<file path="config.mk">
export PLATFORM = sky130hd
export DESIGN_NAME = lif_neuron_array
export DESIGN_NICKNAME = d
export VERILOG_FILES = /design/src/rtl/lif_neuron_array.sv
export SDC_FILE = /design/constraint.sdc
export NUM_CORES = 1
export LEC_CHECK = 0
export ABC_AREA = 1
export CAP_MARGIN = 20
export CORE_MARGIN = 1
export CORE_UTILIZATION = 40
export DETAILED_ROUTE_END_ITERATION = 6
export DONT_BUFFER_PORTS = 1
export PLACE_DENSITY_LB_ADDON = 0.15
export SLEW_MARGIN = 30
export SYNTH_ARGS = -nofsm -noshare
export SYNTH_HDL_FRONTEND = slang
export SYNTH_HIERARCHICAL = 1
export SYNTH_SLANG_ARGS = --single-unit
</file>
<file path="constraint.sdc">
create_clock -name clk -period 5.7 [get_ports clk]
set_input_delay 1.425 -clock clk [delete_from_list [all_inputs] [get_ports clk]]
set_output_delay 1.425 -clock clk [all_outputs]
set_load 0.02 [all_outputs]
</file>
<file path="src/rtl/lif_neuron_array.sv">
// Multi-channel leaky integrate-and-fire neurons: saturating weighted integration,
// periodic leak, threshold/spike, refractory hold. Optional per-channel spike counters via LIF_SPIKE_COUNT_EN.

module lif_neuron_lane #(
  parameter int WIDTH = 8,
  parameter int RW    = 4
) (
  input  logic             clk,
  input  logic             rst_n,
  input  logic             i_en,
  input  logic             i_leak_tick,
  input  logic             i_syn_valid,
  input  logic             i_syn_inhib,
  input  logic [WIDTH-1:0] i_syn_weight,
  input  logic [WIDTH-1:0] i_thresh,
  input  logic [WIDTH-1:0] i_v_reset,
  input  logic [WIDTH-1:0] i_leak,
  input  logic [RW-1:0]    i_refrac_cycles,
  input  logic             i_clear,
  output logic [WIDTH-1:0] o_membrane,
  output logic             o_spike,
`ifdef LIF_SPIKE_COUNT_EN
  output logic [15:0]      o_spike_cnt,
`endif
  output logic             o_refrac
);

  typedef enum logic {S_INTEG, S_REFRAC} state_t;

  state_t           r_state;
  logic [RW-1:0]    r_cnt;
  logic [WIDTH-1:0] r_mem;
  logic             r_spike;
  logic [WIDTH:0]   w_sum;
  logic [WIDTH:0]   w_a;
  logic [WIDTH:0]   w_v;
  logic             w_fire;

  assign w_sum = {1'b0, r_mem} + {1'b0, i_syn_weight};

  // One guard bit lets the carry and the borrow be caught before clamping.
  always_comb begin
    w_a = {1'b0, r_mem};
    if (i_syn_valid) begin
      if (i_syn_inhib)
        w_a = (r_mem < i_syn_weight) ? '0 : {1'b0, r_mem - i_syn_weight};
      else
        w_a = w_sum[WIDTH] ? {1'b0, {WIDTH{1'b1}}} : w_sum;
    end
    w_v = w_a;
    if (i_leak_tick)
      w_v = (w_a < {1'b0, i_leak}) ? '0 : w_a - {1'b0, i_leak};
  end

  assign w_fire = (w_v >= {1'b0, i_thresh});

  always_ff @(posedge clk or negedge rst_n) begin
    if (!rst_n) begin
      r_state <= S_INTEG;
      r_cnt   <= '0;
      r_mem   <= '0;
      r_spike <= 1'b0;
    end else if (!i_en) begin
      r_spike <= 1'b0;
    end else if (i_clear) begin
      r_state <= S_INTEG;
      r_cnt   <= '0;
      r_mem   <= i_v_reset;
      r_spike <= 1'b0;
    end else if (r_state == S_REFRAC) begin
      r_spike <= 1'b0;
      r_cnt   <= r_cnt - 1'b1;
      if (r_cnt == RW'(1))
        r_state <= S_INTEG;
    end else if (w_fire) begin
      r_spike <= 1'b1;
      r_mem   <= i_v_reset;
      if (i_refrac_cycles != '0) begin
        r_cnt   <= i_refrac_cycles;
        r_state <= S_REFRAC;
      end
    end else begin
      r_spike <= 1'b0;
      r_mem   <= w_v[WIDTH-1:0];
    end
  end

`ifdef LIF_SPIKE_COUNT_EN
  logic [15:0] r_spike_cnt;

  always_ff @(posedge clk or negedge rst_n) begin
    if (!rst_n)
      r_spike_cnt <= '0;
    else if (i_en) begin
      if (i_clear)
        r_spike_cnt <= '0;
      else if (r_state == S_INTEG && w_fire && r_spike_cnt != 16'hFFFF)
        r_spike_cnt <= r_spike_cnt + 16'd1;
    end
  end

  assign o_spike_cnt = r_spike_cnt;
`endif

  assign o_membrane = r_mem;
  assign o_spike    = r_spike;
  assign o_refrac   = (r_state == S_REFRAC);

endmodule

module lif_neuron_array #(
  parameter int NCH      = 4,
  parameter int WIDTH    = 8,
  parameter int RW       = 4,
  parameter int LEAK_DIV = 4
) (
  input  logic                 clk,
  input  logic                 rst_n,
  input  logic                 en,
  input  logic [NCH-1:0]       syn_valid,
  input  logic [NCH-1:0]       syn_inhib,
  input  logic [NCH*WIDTH-1:0] syn_weight,
  input  logic [WIDTH-1:0]     thresh,
  input  logic [WIDTH-1:0]     v_reset,
  input  logic [WIDTH-1:0]     leak,
  input  logic [RW-1:0]        refrac_cycles,
  input  logic [NCH-1:0]       clear,
  output logic [NCH*WIDTH-1:0] membrane,
  output logic [NCH-1:0]       spike,
`ifdef LIF_SPIKE_COUNT_EN
  output logic [NCH*16-1:0]    spike_cnt,
`endif
  output logic [NCH-1:0]       refrac
);

  localparam int DW = (LEAK_DIV > 1) ? $clog2(LEAK_DIV) : 1;

  logic [DW-1:0]                r_div;
  logic                         w_leak_tick;
  logic [NCH-1:0][WIDTH-1:0]    w_weight;
  logic [NCH-1:0][WIDTH-1:0]    w_mem;
`ifdef LIF_SPIKE_COUNT_EN
  logic [NCH-1:0][15:0]         w_cnt;
  assign spike_cnt = w_cnt;
`endif

  assign w_weight    = syn_weight;
  assign membrane    = w_mem;
  assign w_leak_tick = (r_div == DW'(LEAK_DIV - 1));

  // Shared leak divider; frozen with the rest of the state when en is low.
  always_ff @(posedge clk or negedge rst_n) begin
    if (!rst_n)
      r_div <= '0;
    else if (en)
      r_div <= w_leak_tick ? '0 : r_div + 1'b1;
  end

  for (genvar g = 0; g < NCH; g++) begin : g_lane
    lif_neuron_lane #(.WIDTH(WIDTH), .RW(RW)) u_lane (
      .clk             (clk),
      .rst_n           (rst_n),
      .i_en            (en),
      .i_leak_tick     (w_leak_tick),
      .i_syn_valid     (syn_valid[g]),
      .i_syn_inhib     (syn_inhib[g]),
      .i_syn_weight    (w_weight[g]),
      .i_thresh        (thresh),
      .i_v_reset       (v_reset),
      .i_leak          (leak),
      .i_refrac_cycles (refrac_cycles),
      .i_clear         (clear[g]),
      .o_membrane      (w_mem[g]),
      .o_spike         (spike[g]),
`ifdef LIF_SPIKE_COUNT_EN
      .o_spike_cnt     (w_cnt[g]),
`endif
      .o_refrac        (refrac[g])
    );
  end

endmodule

</file>
==> key figures, run 1 <==
Placed design
  • GP Congestion: between 0.8 and 0.9
  • Pre-CTS setup slack: -0.0859 ns
  • Port Buffer Count: 0
  • Detailed placement HPWL: about 26000 µm
  • Dpl cells: approximately 2200
  • DP Area: about 0.011 mm²

Layout
  • Fillcell total: ~3000
  • Antenna cells: 0
  • Post-route cell area: 0.0117 mm²
  • Final #Nets: roughly 2100
  • Area growth syn-to-layout: 6.00%
  • Layout cell share with drive strength beyond 1: a little under a tenth
  • Layout Utilization: a little over two fifths
  • Non-filler cells, final: roughly 2200

Synthesis
  • Post-synth ARST share: 100%
  • Post-synthesis xor/xnor area fraction: under 10%
  • Sequential fraction of the synthesis area: a little over an eighth
  • Synthesized Nets: just over 2000
  • Synth Warn #: 6
  • Cells after Synth: approximately 1900
  • Syn_area_per_cell: 5.95 µm²
  • Synth unique cells: 57
  • Synth Area in Compound Gates: between 8 and 9%
  • Top_reg_cell synth: dfrtp_1
  • Adder-cell share of the synthesized area: 17.7%
  • Multiplexer share of the synthesized area: 0%
  • Largest family of logic cells by synthesized area: simple AND/OR/NAND/NOR gates
  • Post-synth EDFFs: 0
  • Number of synthesized register bits: 58
  • Synthesized area: ~0.011 mm²
  • Synth Area in Simple Gates: 43.2%

Min path
  • Worst Min Path Start: r_div[1]
  • Worst Hold End: r_div[1]
  • Min-delay worst type: reg -> reg
  • Hold Path Stages: 2

Route
  • Detailed Routing Iterations Pass 1: 5
  • WL/cell: between 10 and 15 µm
  • DR vias: approximately 11000
  • DR iter-0 viols: 751
  • Routed Antenna Nets: 0
  • Routed WL: 32000 µm
  • DRC: 0
  • DR vias/cell: ~5.0

Global route
  • GRT Residual Overflow: 0
  • Vias in the first global route: a little over 10000
  • First-pass GRT wire length: about 50000 µm
  • GRT Total Usage: between 20% and 30%
  • Largest net degree at the start of global routing: slightly below 60
  • Initial antenna violation count: 0

Clock tree
  • CTS Sinks: 58
  • H-tree depth: 3
  • Clock buffers created by TritonCTS: 9
  • Clock Latency Late Sink: around 0.35 ns
  • Clock Tree Root: clkbuf_16
  • Post-CTS Hold Buffers: 0
  • CTS tree: done
  • Worst-path clk slew: about 0.06 ns
  • Maximum clock path buffer count: 2

Power
  • Sw Ratio: ~58%
  • Power per cell area: around 550 mW/mm²
  • Combinational share of power: around 75%
  • Sequential Power Share: about 17%
  • Leakage: a little over 0.007 µW
  • Clock power frac: around 8%
  • Peak supply drop: between 0.2 and 0.3 mV
  • NetSw: roughly 3700 µW
  • Pint: 2690 µW

Timing
  • Final max-slew violation count: 0
  • Final min period: about 5.3 ns
  • Final Cycle Share: around 92%
  • Hold slack final: 0.481 ns
  • Final Hold Viols: 0
  • Worst Skew: roughly 0.014 ns
  • Maximum achievable frequency: roughly 0.19 GHz
  • # setup viols final: 0
  • Slew HR: roughly 60%
  • Setup WS post-layout: 0.429 ns
  • Worst Tran Pin Value: 0.605 ns

Worst setup path
  • CP max FO: 9
  • Worst reg2reg startpoint: g_lane[2].u_lane/o_membrane[0]
  • Endpoint class of the critical path: flop
  • Required time worst endpoint: approximately 5.9 ns
  • RR Endpoint: g_lane[2].u_lane/o_membrane[1]
  • Nature of the critical path startpoint: input pin
  • Worst reg-to-reg path cell count: 32
  • Critical path arrival: roughly 5.5 ns
  • Slowest stage delay, CP: around 0.40 ns
  • R2R setup slack: between 0.8 and 0.9 ns
  • Most used cell, CP: nand2_1
  • Crit-path slowest cell: ha_1
  • WS Path Type: in -> reg

Floorplanning
  • Starting density of the core: roughly 41%
  • Die Area: roughly 0.028 mm²
  • Die Y: between 150 and 200 µm
  • Row cnt: 60
  • Total core area: approximately 0.027 mm²
  • Number of I/O pins: 115
  • Die Width: roughly 170 µm

Run
  • # Max-Cap Violations: 0

Run status
  • Status: complete, no violations
[flip-flops by register name, indices dropped and copies added, names as in the netlist]
| name | cells |
|---|---|
| g_lane.u_lane/o_membrane | 32 |
| g_lane.u_lane/r_cnt | 16 |
| g_lane.u_lane/o_refrac | 4 |
| g_lane.u_lane/o_spike | 4 |
| r_div | 2 |
[synth_stat cells (all sizes together), types with 5 or more instances]
cell    count  share of area, %
nand2     694                24
inv       393                14
nand3     208                11
ha        137                16
nor2       90               3.8
a21oi      74               4.0
dfrtp      58                13
o21ai      27               1.3
nand4      26               1.9
buf        23               1.7
xor2       19               1.5
or2        14              0.79
fa         12               2.2
and2        9              0.51
nor3        7              0.42
o21bai      7              0.48
o22ai       6              0.34
xnor2       6              0.48
a22oi       5              0.34
a31oi       5              0.28
clkbuf      5              0.35
nor4        5              0.28
[layer usage]
metal / global-route usage (%) / part of all wire, % / vias up
met5: 0 / 0 / -
met4: 4.03 / 0.99 / 0
met3: 4.70 / 6.8 / 25
met2: 37.7 / 45 / 227
met1: 31.0 / 47 / 4968
li1: - / - / 5759
[through the flow]
step	setup TNS [ns]	total power [µW]
floorplan	0	4790
global placement	-0.246	5810
detailed placement	-0.682	5830
CTS	0	6400
global route	-0.00185	7180
finish	0	6410
[timing repair]
| item | in CTS | in global routing |
|---|---|---|
| buffers inserted | 0 | 0 |
| resized for setup | 0 | 8 |
| endpoints found under the setup margin | 0 | 14 |
[critical path, delay by kind of cell]
family                   cells  cell delay [ns]
adder cells (fa/ha/maj)      3             1.03
buffers and inverters        4             0.28
AND/OR/NAND/NOR             20             2.12
AO/OA/AOI/OAI                3             0.62
[cell families after synthesis]
kind of cell	after synthesis
AND/OR/NAND/NOR	1057
buffers and inverters	423
adder cells (fa/ha/maj)	149
AO/OA/AOI/OAI	140
flip-flops	58
XOR/XNOR	25
[cells in the final DEF (no fill, tap or decap), types with 5 or more instances in the layout]
cell type / netlist / routed
inv_1: 365 / 365
buf_4: 10 / 18
a31oi_1: 5 / 5
o21bai_1: 7 / 7
inv_2: 19 / 19
o22ai_1: 6 / 6
inv_4: 9 / 9
dfrtp_1: 58 / 58
nor4_1: 5 / 5
fa_1: 12 / 11
nor3_1: 6 / 6
a22oi_1: 5 / 5
a21oi_1: 62 / 60
o21ai_0: 16 / 16
clkbuf_16: 0 / 9
nor2_2: 9 / 9
nand3_2: 22 / 22
nand2_1: 667 / 667
o21ai_1: 9 / 9
nand3_1: 182 / 182
or2_2: 14 / 14
nor2_1: 75 / 75
nand4_1: 22 / 22
ha_1: 137 / 135
nor2_4: 5 / 5
xor2_1: 19 / 19
xnor2_1: 6 / 6
and2_1: 9 / 9
a21oi_2: 9 / 10
nand2_2: 24 / 24
[layout make-up]
type                    instances  area [µm²]  share of cell area, %
repair buffers                 18         135                   1.16
well taps                     341         427                   3.65
inverters                     395        1530                   13.1
multi-input cells            1371        7870                   67.3
clock inverters                 6        41.3                  0.353
flip-flops and latches         58        1450                   12.4
clock buffers                  10         239                   2.04
[how the worst max path moves through the flow]
stage | start | to | slack [ns] | depth (start not counted)
CTS | syn_weight[24] | g_lane[3].u_lane/o_membrane[2] | 0.22 | 31
global route | syn_weight[29] | g_lane[3].u_lane/o_membrane[2] | -0.002 | 36
floorplan | syn_weight[0] | g_lane[0].u_lane/o_membrane[1] | 0.59 | 32
global placement | syn_weight[24] | g_lane[3].u_lane/o_membrane[5] | -0.05 | 31
detailed placement | syn_weight[24] | g_lane[3].u_lane/o_membrane[7] | -0.09 | 31
finish | syn_weight[21] | g_lane[2].u_lane/o_membrane[1] | 0.43 | 30
[power by group through the flow]
stage          clock (µW)  combinational (µW)  sequential [µW]
3_5_place_dp            0                4750             1080
4_1_cts               538                4780             1080
3_3_place_gp            0                4730             1080
6_report              526                4810             1070
2_1_floorplan           0                3830              957
5_1_grt               553                5520             1110
No activity file was read; power rests on OpenSTA's default activity.
==> inputs of run 2 (changes only) <==
--- a/config.mk
+++ b/config.mk
@@ -9,6 +9,7 @@
 export CAP_MARGIN = 20
 export CORE_MARGIN = 1
 export CORE_UTILIZATION = 40
+export CTS_CLUSTER_SIZE = 24
 export DETAILED_ROUTE_END_ITERATION = 6
 export DONT_BUFFER_PORTS = 1
 export PLACE_DENSITY_LB_ADDON = 0.15
==> results of run 2 <==
The final DEF is identical to that of run 1; final timing and power are the same.
